==> src/rtl/ram_fifo_pkg.sv <==
// Shared types for the RAM-backed FIFO: occupancy update encoding.
package ram_fifo_pkg;

  typedef enum logic [1:0] {
    CNT_HOLD,
    CNT_INC,
    CNT_DEC
  } cnt_op_e;

  // A simultaneous push and pop leaves occupancy unchanged.
  function automatic cnt_op_e cnt_op(input logic push, input logic pop);
    if (push && !pop) return CNT_INC;
    if (pop && !push) return CNT_DEC;
    return CNT_HOLD;
  endfunction

endpackage

==> src/rtl/ram_fifo_ram.sv <==
// Simple dual-port RAM: synchronous write, registered read address, asynchronous
// read of the registered address, so a word written at an edge is readable right after it.
module ram #(
  parameter int ADDR_WIDTH = 6,
  parameter int DATA_WIDTH = 4
) (
  input  logic                  clk,
  input  logic                  we,
  input  logic [ADDR_WIDTH-1:0] waddr,
  input  logic [DATA_WIDTH-1:0] din,
  input  logic [ADDR_WIDTH-1:0] raddr,
  output logic [DATA_WIDTH-1:0] dout
);

  logic [DATA_WIDTH-1:0] mem [2**ADDR_WIDTH];
  logic [ADDR_WIDTH-1:0] raddr_reg;

  always_ff @(posedge clk) begin
    if (we) mem[waddr] <= din;
    raddr_reg <= raddr;
  end

  assign dout = mem[raddr_reg];

endmodule

==> src/rtl/ram_fifo.sv <==
// First-word-fall-through FIFO with valid/ready streams, storing entries in the ram block.
// Flags come only from the registered occupancy count.
module ram_fifo
  import ram_fifo_pkg::*;
#(
  parameter int ADDR_WIDTH  = 6,
  parameter int DATA_WIDTH  = 4,
  parameter int AFULL_LEVEL = 2**ADDR_WIDTH - 2
) (
  input  logic                  clk,
  input  logic                  rst_n,
  input  logic                  flush,
  input  logic                  wr_valid,
  output logic                  wr_ready,
  input  logic [DATA_WIDTH-1:0] wr_data,
  output logic                  rd_valid,
  input  logic                  rd_ready,
  output logic [DATA_WIDTH-1:0] rd_data,
  output logic [ADDR_WIDTH:0]   count,
  output logic                  full,
  output logic                  empty,
  output logic                  almost_full
);

  localparam int DEPTH = 2**ADDR_WIDTH;
  localparam int CNT_W = ADDR_WIDTH + 1;

  logic [ADDR_WIDTH-1:0] wr_ptr_q, wr_ptr_d;
  logic [ADDR_WIDTH-1:0] rd_ptr_q, rd_ptr_d;
  logic [CNT_W-1:0]      count_q, count_d;
  logic                  push, pop, we;
  logic [ADDR_WIDTH-1:0] raddr;

  assign full        = (count_q == CNT_W'(DEPTH));
  assign empty       = (count_q == '0);
  assign almost_full = (count_q >= CNT_W'(AFULL_LEVEL));
  assign wr_ready    = !full;
  assign rd_valid    = !empty;
  assign count       = count_q;

  assign push = wr_valid & wr_ready;
  assign pop  = rd_valid & rd_ready;
  assign we   = push & !flush;

  // Next head address: the RAM registers it so dout tracks mem[rd_ptr] after the edge.
  assign raddr = flush ? '0 : rd_ptr_q + ADDR_WIDTH'(pop);

  always_comb begin
    wr_ptr_d = wr_ptr_q + ADDR_WIDTH'(push);
    rd_ptr_d = rd_ptr_q + ADDR_WIDTH'(pop);
    count_d  = count_q;
    case (cnt_op(push, pop))
      CNT_INC: count_d = count_q + 1'b1;
      CNT_DEC: count_d = count_q - 1'b1;
      default: count_d = count_q;
    endcase
    if (flush) begin
      wr_ptr_d = '0;
      rd_ptr_d = '0;
      count_d  = '0;
    end
  end

  always_ff @(posedge clk or negedge rst_n) begin
    if (!rst_n) begin
      wr_ptr_q <= '0;
      rd_ptr_q <= '0;
      count_q  <= '0;
    end else begin
      wr_ptr_q <= wr_ptr_d;
      rd_ptr_q <= rd_ptr_d;
      count_q  <= count_d;
    end
  end

  ram #(
    .ADDR_WIDTH(ADDR_WIDTH),
    .DATA_WIDTH(DATA_WIDTH)
  ) u_ram (
    .clk  (clk),
    .we   (we),
    .waddr(wr_ptr_q),
    .din  (wr_data),
    .raddr(raddr),
    .dout (rd_data)
  );

endmodule

==> config.mk <==
export PLATFORM = sky130hd
export DESIGN_NAME = ram_fifo
export DESIGN_NICKNAME = d
export VERILOG_FILES = /design/src/rtl/ram_fifo_pkg.sv /design/src/rtl/ram_fifo_ram.sv /design/src/rtl/ram_fifo.sv
export SDC_FILE = /design/constraint.sdc
export NUM_CORES = 1
export LEC_CHECK = 0
export CAP_MARGIN = 40
export CORE_ASPECT_RATIO = 2
export CORE_MARGIN = 5
export CORE_UTILIZATION = 66
export CTS_BUF_LIST = sky130_fd_sc_hd__clkbuf_16
export CTS_CLUSTER_DIAMETER = 150
export DETAILED_ROUTE_END_ITERATION = 8
export GPL_TIMING_DRIVEN = 1
export PLACE_DENSITY = 0.84
export REMOVE_ABC_BUFFERS = 1
export SLEW_MARGIN = 20
export SYNTH_ARGS = -nofsm -noshare
export SYNTH_HDL_FRONTEND = slang
export SYNTH_SLANG_ARGS = --single-unit
==> constraint.sdc <==
create_clock -name clk -period 6 [get_ports clk]
set_input_delay 0.9 -clock clk [delete_from_list [all_inputs] [get_ports clk]]
set_output_delay 0.9 -clock clk [all_outputs]
set_load 0.03 [all_outputs]
; ---- Word level (Yosys, flattened, before mapping)
; Memories as Yosys holds them, arrays and structs flattened. A register that Yosys moved wholly into a read port is not among the register bits.
; Cells that the tools add are included.
[totals]
in_bits = 9
wordCells = 37
mem_bits_rw = 256
mem_count = 1
register_bits = 19
[mem_list]
columns = memory, words, width, rd, rd_clocked_by_memory_dff, write_ports, line
row1 = u_ram.mem, 64, 4, 1, 1, 1, ram_fifo_ram.sv:15  ; logic [DATA_WIDTH-1:0] mem [2**ADDR_WIDTH];
[classes]
eq_ne = 3
mux = 13
order_cmp = 1
reduce_logical = 9
bitwise_logic = 3
addsub = 4
[op_table]
columns = op, count
row1 = $pmux W7 S2, 1
row2 = $add A6 B1 Y6, 2
row3 = $mux W6, 2
row4 = $mux W2, 4
row5 = $add A7 B1 Y7 const B, 1
row6 = $eq A7 B7 Y1 const B, 1
row7 = $ge A7 B6 Y1 const B, 1
row8 = $logic_not A7 Y1, 1
row9 = $mux W7, 1
row10 = $sub A7 B1 Y7 const B, 1
row11 = $logic_not A1 Y1, 5
row12 = $mux W1, 5
row13 = $and A1 B1 Y1, 3
row14 = $reduce_bool A3 Y1, 1
row15 = $eq A2 B1 Y1 const B, 1
row16 = $eq A2 B2 Y1 const B, 1
row17 = $logic_and A1 B1 Y1, 2

; ---- Depth between registers and ports, before layout
[depth]
ltp_word = 12
ltp_mapped = 11
depth_no_buf = 11

; ---- By module
; A second synthesis with hierarchy kept.
[hier_totals]
cells_unflattened = 650
hier_area_um2 = 11706.2
[by_module_without_submodules]
columns = mod, area_per_inst_um2, instances, cells_per_inst
row1 = ram, 10447.5, 1, 523
row2 = ram_fifo, 1258.7, 1, 127

; ---- Least setup slack after synthesis
; Ideal clock, no wire load.
[synth_timing]
path_kind = reg-to-reg
startpoint = reg count_q[1] (netlist: count[1])
endpoint = reg count_q[6] (netlist: count[6])
path_stages_with_launch = 12
t_required_ns = 5.864
setup_ns = 0.136
slack_ns = 2.474
n_path_buf = 0
arrival_ns = 3.390
period_less_slack_ns = 3.526
path_cell_list = dfrtp_1 > nor4_1 > nand2_1 > nor2_1 > nor2b_1 > a21boi_0 > ha_1 > a211oi_1 > o21a_1 > or4_1 > a31oi_1 > a21oi_1
[synth_between]
elab_cells_between_ends = 23
classes_between = 2 x add/sub / 3 x eq/ne / 8 x mux / 2 x bitwise / 8 x reduce/logical
[synth_lines]
columns = item, line
row1 = start: declaration, ram_fifo.sv:30  ; logic [CNT_W-1:0] count_q, count_d;
row2 = start signal: assignment, ram_fifo.sv:72  ; count_q <= count_d;
row3 = $logic_not A7 Y1 (*), ram_fifo.sv:35  ; assign empty = (count_q == '0);
row4 = via empty, ram_fifo.sv:21  ; output logic empty,
row5 = $logic_not A1 Y1 (*), ram_fifo.sv:38  ; assign rd_valid = !empty;
row6 = $and A1 B1 Y1 (*), ram_fifo.sv:42  ; assign pop = rd_valid & rd_ready;
row7 = $logic_and A1 B1 Y1, ram_fifo_pkg.sv:13  ; if (pop && !push) return CNT_DEC;
row8 = $mux W1 (2 in series), ram_fifo_pkg.sv:13
row9 = $mux W2, ram_fifo_pkg.sv:14  ; return CNT_HOLD;
row10 = $mux W2 (*), ram_fifo_pkg.sv:13
row11 = $eq A2 B2 Y1 / $eq A2 B1 Y1 (equally long branches), ram_fifo.sv:52  ; case (cnt_op(push, pop))
row12 = $pmux W7 S2, ram_fifo.sv:52
row13 = $mux W7, ram_fifo.sv:57  ; if (flush) begin
; Mark *: on every way through the listed nets, which the timed path passes. The rest lies on a longest branch. The select of a mux whose other input is x is not followed.
; A chain may end at the register's enable or synchronous reset.

==> flow_summary_export.csv <==
group,metric,value,unit
route,dr.pass1.iters,5,
yosys,yosysMostFrequentCell,"edfxtp_1",
route,wl,25400,µm
power_and_ir_drop,p_leak,4.10,nW
timing,slew_viol_final,0,
yosys,seq_area_frac_synth,0.718,
finish,diodes,0,
setup_path,worstPathRequired,5.10,ns
global_route,track_usage,0.266,
floorplan,row_count,68,
power_and_ir_drop,pwr-share-seq,0.499,
route,first_iter_violations,567,
setup_path,worstPathMaxFanout,28,
timing,finalClockSkew,0.0266,ns
setup_path,crit_arrival,3.53,ns
timing,fin_setup_tns,0,ns
power_and_ir_drop,clkPwrFrac,0.313,
cts,clkLatencyLatePin,0.52,ns
route,wl_per_cell,28.6,µm
floorplan,die_w,103,µm
cts,cts-htree-levels,1,
yosys,synth.yosys.warnings,0,
finish,areaGrowthSynthToFinish,10.1,%
yosys,ys_ff_latch,281,
run,drv_cap,0,
global_route,grt.overflow.total,0,
yosys,syn_avg_cell_area,18.2,µm²
power_and_ir_drop,switchingPower,0.00116,W
global_route,antenna_found_initial,0,
finish,nets,684,
power_and_ir_drop,irDropWorstVdd,0.461,mV
setup_path,r2r_start,"count[1]",
route,drc,0,
yosys,netlist.area_leader.share,0.666,
cts,clockBufferDepth,3,
floorplan,ioPinCount,25,
timing,worst_pin_slew,0.866,ns
yosys,synthArstFlopShare,0.0676,
yosys,synthDistinctLibCells,54,
power_and_ir_drop,p_comb_frac,0.188,
placed_design,dp_slack,1.85,ns
timing,fmax,0.225,GHz
finish,drive_gt1_frac,0.157,
finish,post-route-util,0.735,
global_route,grt_pass1_wl,39400,µm
floorplan,initial_core_util,0.668,
route,vias,6219,
timing,max-slew-margin-rel,0.414,
timing,setup_viol,0,
timing,rsz0062_at_grt,"false",
floorplan,fp.dieArea,20400,µm²
placed_design,gp_congestion,0.882,
global_route,grt_pass1_vias,6514,
cts,cts_buffers,22,
floorplan,core_area,17300,µm²
cts,cts_tree,"done",
timing,fin_ws,1.57,ns
cts,clk_pin_slew,0.06,ns
timing,finalCritPeriodShare,0.739,
run_status,status,"finished clean",
timing,fin_crit,4.43,ns
min_path,holdCritPathClass,"flip-flop to flip-flop",
min_path,min-delay-start,"count[2]",
power_and_ir_drop,p_int,0.00336,W
yosys,syn_inst,633,
setup_path,critPathLaunchType,"flip-flop",
power_and_ir_drop,power_density,355,nW/µm²
power_and_ir_drop,switching_share,0.256,
cts,holdBufCountCts,0,
setup_path,endpoint_kind,"output port",
route,vias_per_cell,6.99,
route,ant_nets,0,
placed_design,portBuffers,24,
yosys,synth_common_cells,"256 x edfxtp_1, 91 x nor2_1, 44 x mux4_2, 20 x mux4_1, 19 x dfrtp_1",
setup_path,path_class,"flip-flop to output port",
yosys,synth_area,11500,µm²
yosys,yosys.area.top_type,"edfxtp_1",
cts,cts.sinks,281,
finish,fillers,984,
yosys,synthFlopType,"edfxtp_1",
global_route,grt_max_degree,49,
cts,postCtsSetupBuffers,0,
cts,cts_resized,0,
placed_design,hpwl,16500,µm
timing,hold_violations,0,
cts,cts-root-buf,"clkbuf_16",
floorplan,chipHeight,197,µm
yosys,synth_edf_count,256,
yosys,netlist_top_cells_area,"edfxtp_1 67%, mux4_2 8.6%, mux4_1 4.6%",
## layout make-up
class,instances,area [µm²],area share
flip-flops and latches,281,8290,0.653
multi-input cells,320,3050,0.240
clock buffers,23,576,0.0453
repair buffers,36,393,0.0309
well taps,210,263,0.0207
clock inverters,16,118,0.00926
inverters,4,15.0,0.00118
## worst paths after layout
path	end	slack (ns)	depth (start not counted)
setup / recovery	rd_data[3]	1.57	7
hold / removal	count[2]	0.63	1
setup reg to reg	count[6]	2.37	12
hold reg to reg	count[2]	0.63	1
max in group asynchronous	wr_ptr_q[5]	4.88	2
min in group asynchronous	count[3]	0.70	1
## layer usage
metal | part of all wire | global-route usage | vias up
met1 | 0.32 | 0.317 | 3156
met3 | 0.064 | 0.0351 | 96
met2 | 0.56 | 0.472 | 371
li1 | - | - | 2596
met4 | 0.056 | 0.120 | 0
met5 | 0 | 0 | -
## cell usage in the layout, fill, tap and decap left out, types with 3 or more instances in the layout
cell / synthesis / layout
a21o_1: 4 / 4
a21oi_1: 7 / 7
a221oi_1: 3 / 3
a22o_1: 3 / 3
a22oi_1: 5 / 5
buf_12: 2 / 4
buf_2: 8 / 4
buf_4: 1 / 4
clkbuf_16: 0 / 23
clkdlybuf4s50_1: 0 / 20
clkinv_1: 0 / 5
clkinv_2: 0 / 4
dfrtp_1: 19 / 19
dfxtp_1: 6 / 3
edfxtp_1: 256 / 256
ha_1: 9 / 9
inv_1: 4 / 9
mux2_2: 9 / 9
mux2i_1: 3 / 3
mux4_1: 20 / 20
mux4_2: 44 / 44
nand2_1: 12 / 12
nand2b_1: 11 / 11
nand3_1: 16 / 16
nand3b_1: 3 / 3
nor2_1: 91 / 91
nor2b_1: 13 / 13
nor4b_1: 3 / 3
o21ai_0: 10 / 10
o221ai_1: 3 / 3
o22ai_1: 10 / 10
xnor2_1: 6 / 6
xor2_1: 4 / 4
## cells by family after synthesis
family,Yosys count,share of synthesized area
flops,281,0.718
compound gates,57,0.0337
fa+ha+maj,10,0.0115
buf+inv,32,0.0177
mux,76,0.143
simple gates,167,0.0686
xor+xnor,10,0.00759
## worst max-delay path, cell delays in order, from the launching register on
cell and delay [ns]:
dfxtp_2 0.79, buf_4 0.40, mux4_2 0.42, o22ai_1 0.21
nor2_1 0.10, o21ai_0 0.35, a221oi_1 0.10, clkdlybuf4s50_1 0.62
## through the flow
stage	total power (W)	std cells	hold WS, ns	cell area, µm²
2_1_floorplan	0.00284	605	0.507	11300
3_3_place_gp	0.00308	843	0.550	11900
3_5_place_dp	0.00313	849	0.579	12000
4_1_cts	0.00452	888	0.611	12700
5_1_grt	0.00468	890	0.638	12700
6_report	0.00451	890	0.626	12700
## sequential cells by signal, indices dropped and copies added, names as in the netlist, named ones only
signal     cells
count          7
rd_ptr_q       6
u_ram.mem    256
wr_ptr_q       6
## power groups by stage
stage | Clock [W] | Sequential, W | Combinational, W
final | 0.00141 | 0.00225 | 0.000846
after detailed placement | 0 | 0.00230 | 0.000833
after CTS | 0.00142 | 0.00225 | 0.000844
after global placement | 0 | 0.00233 | 0.000751
after global routing | 0.00151 | 0.00226 | 0.000908
after floorplan | 0 | 0.00234 | 0.000500
No activity file was read; power rests on OpenSTA's default activity.
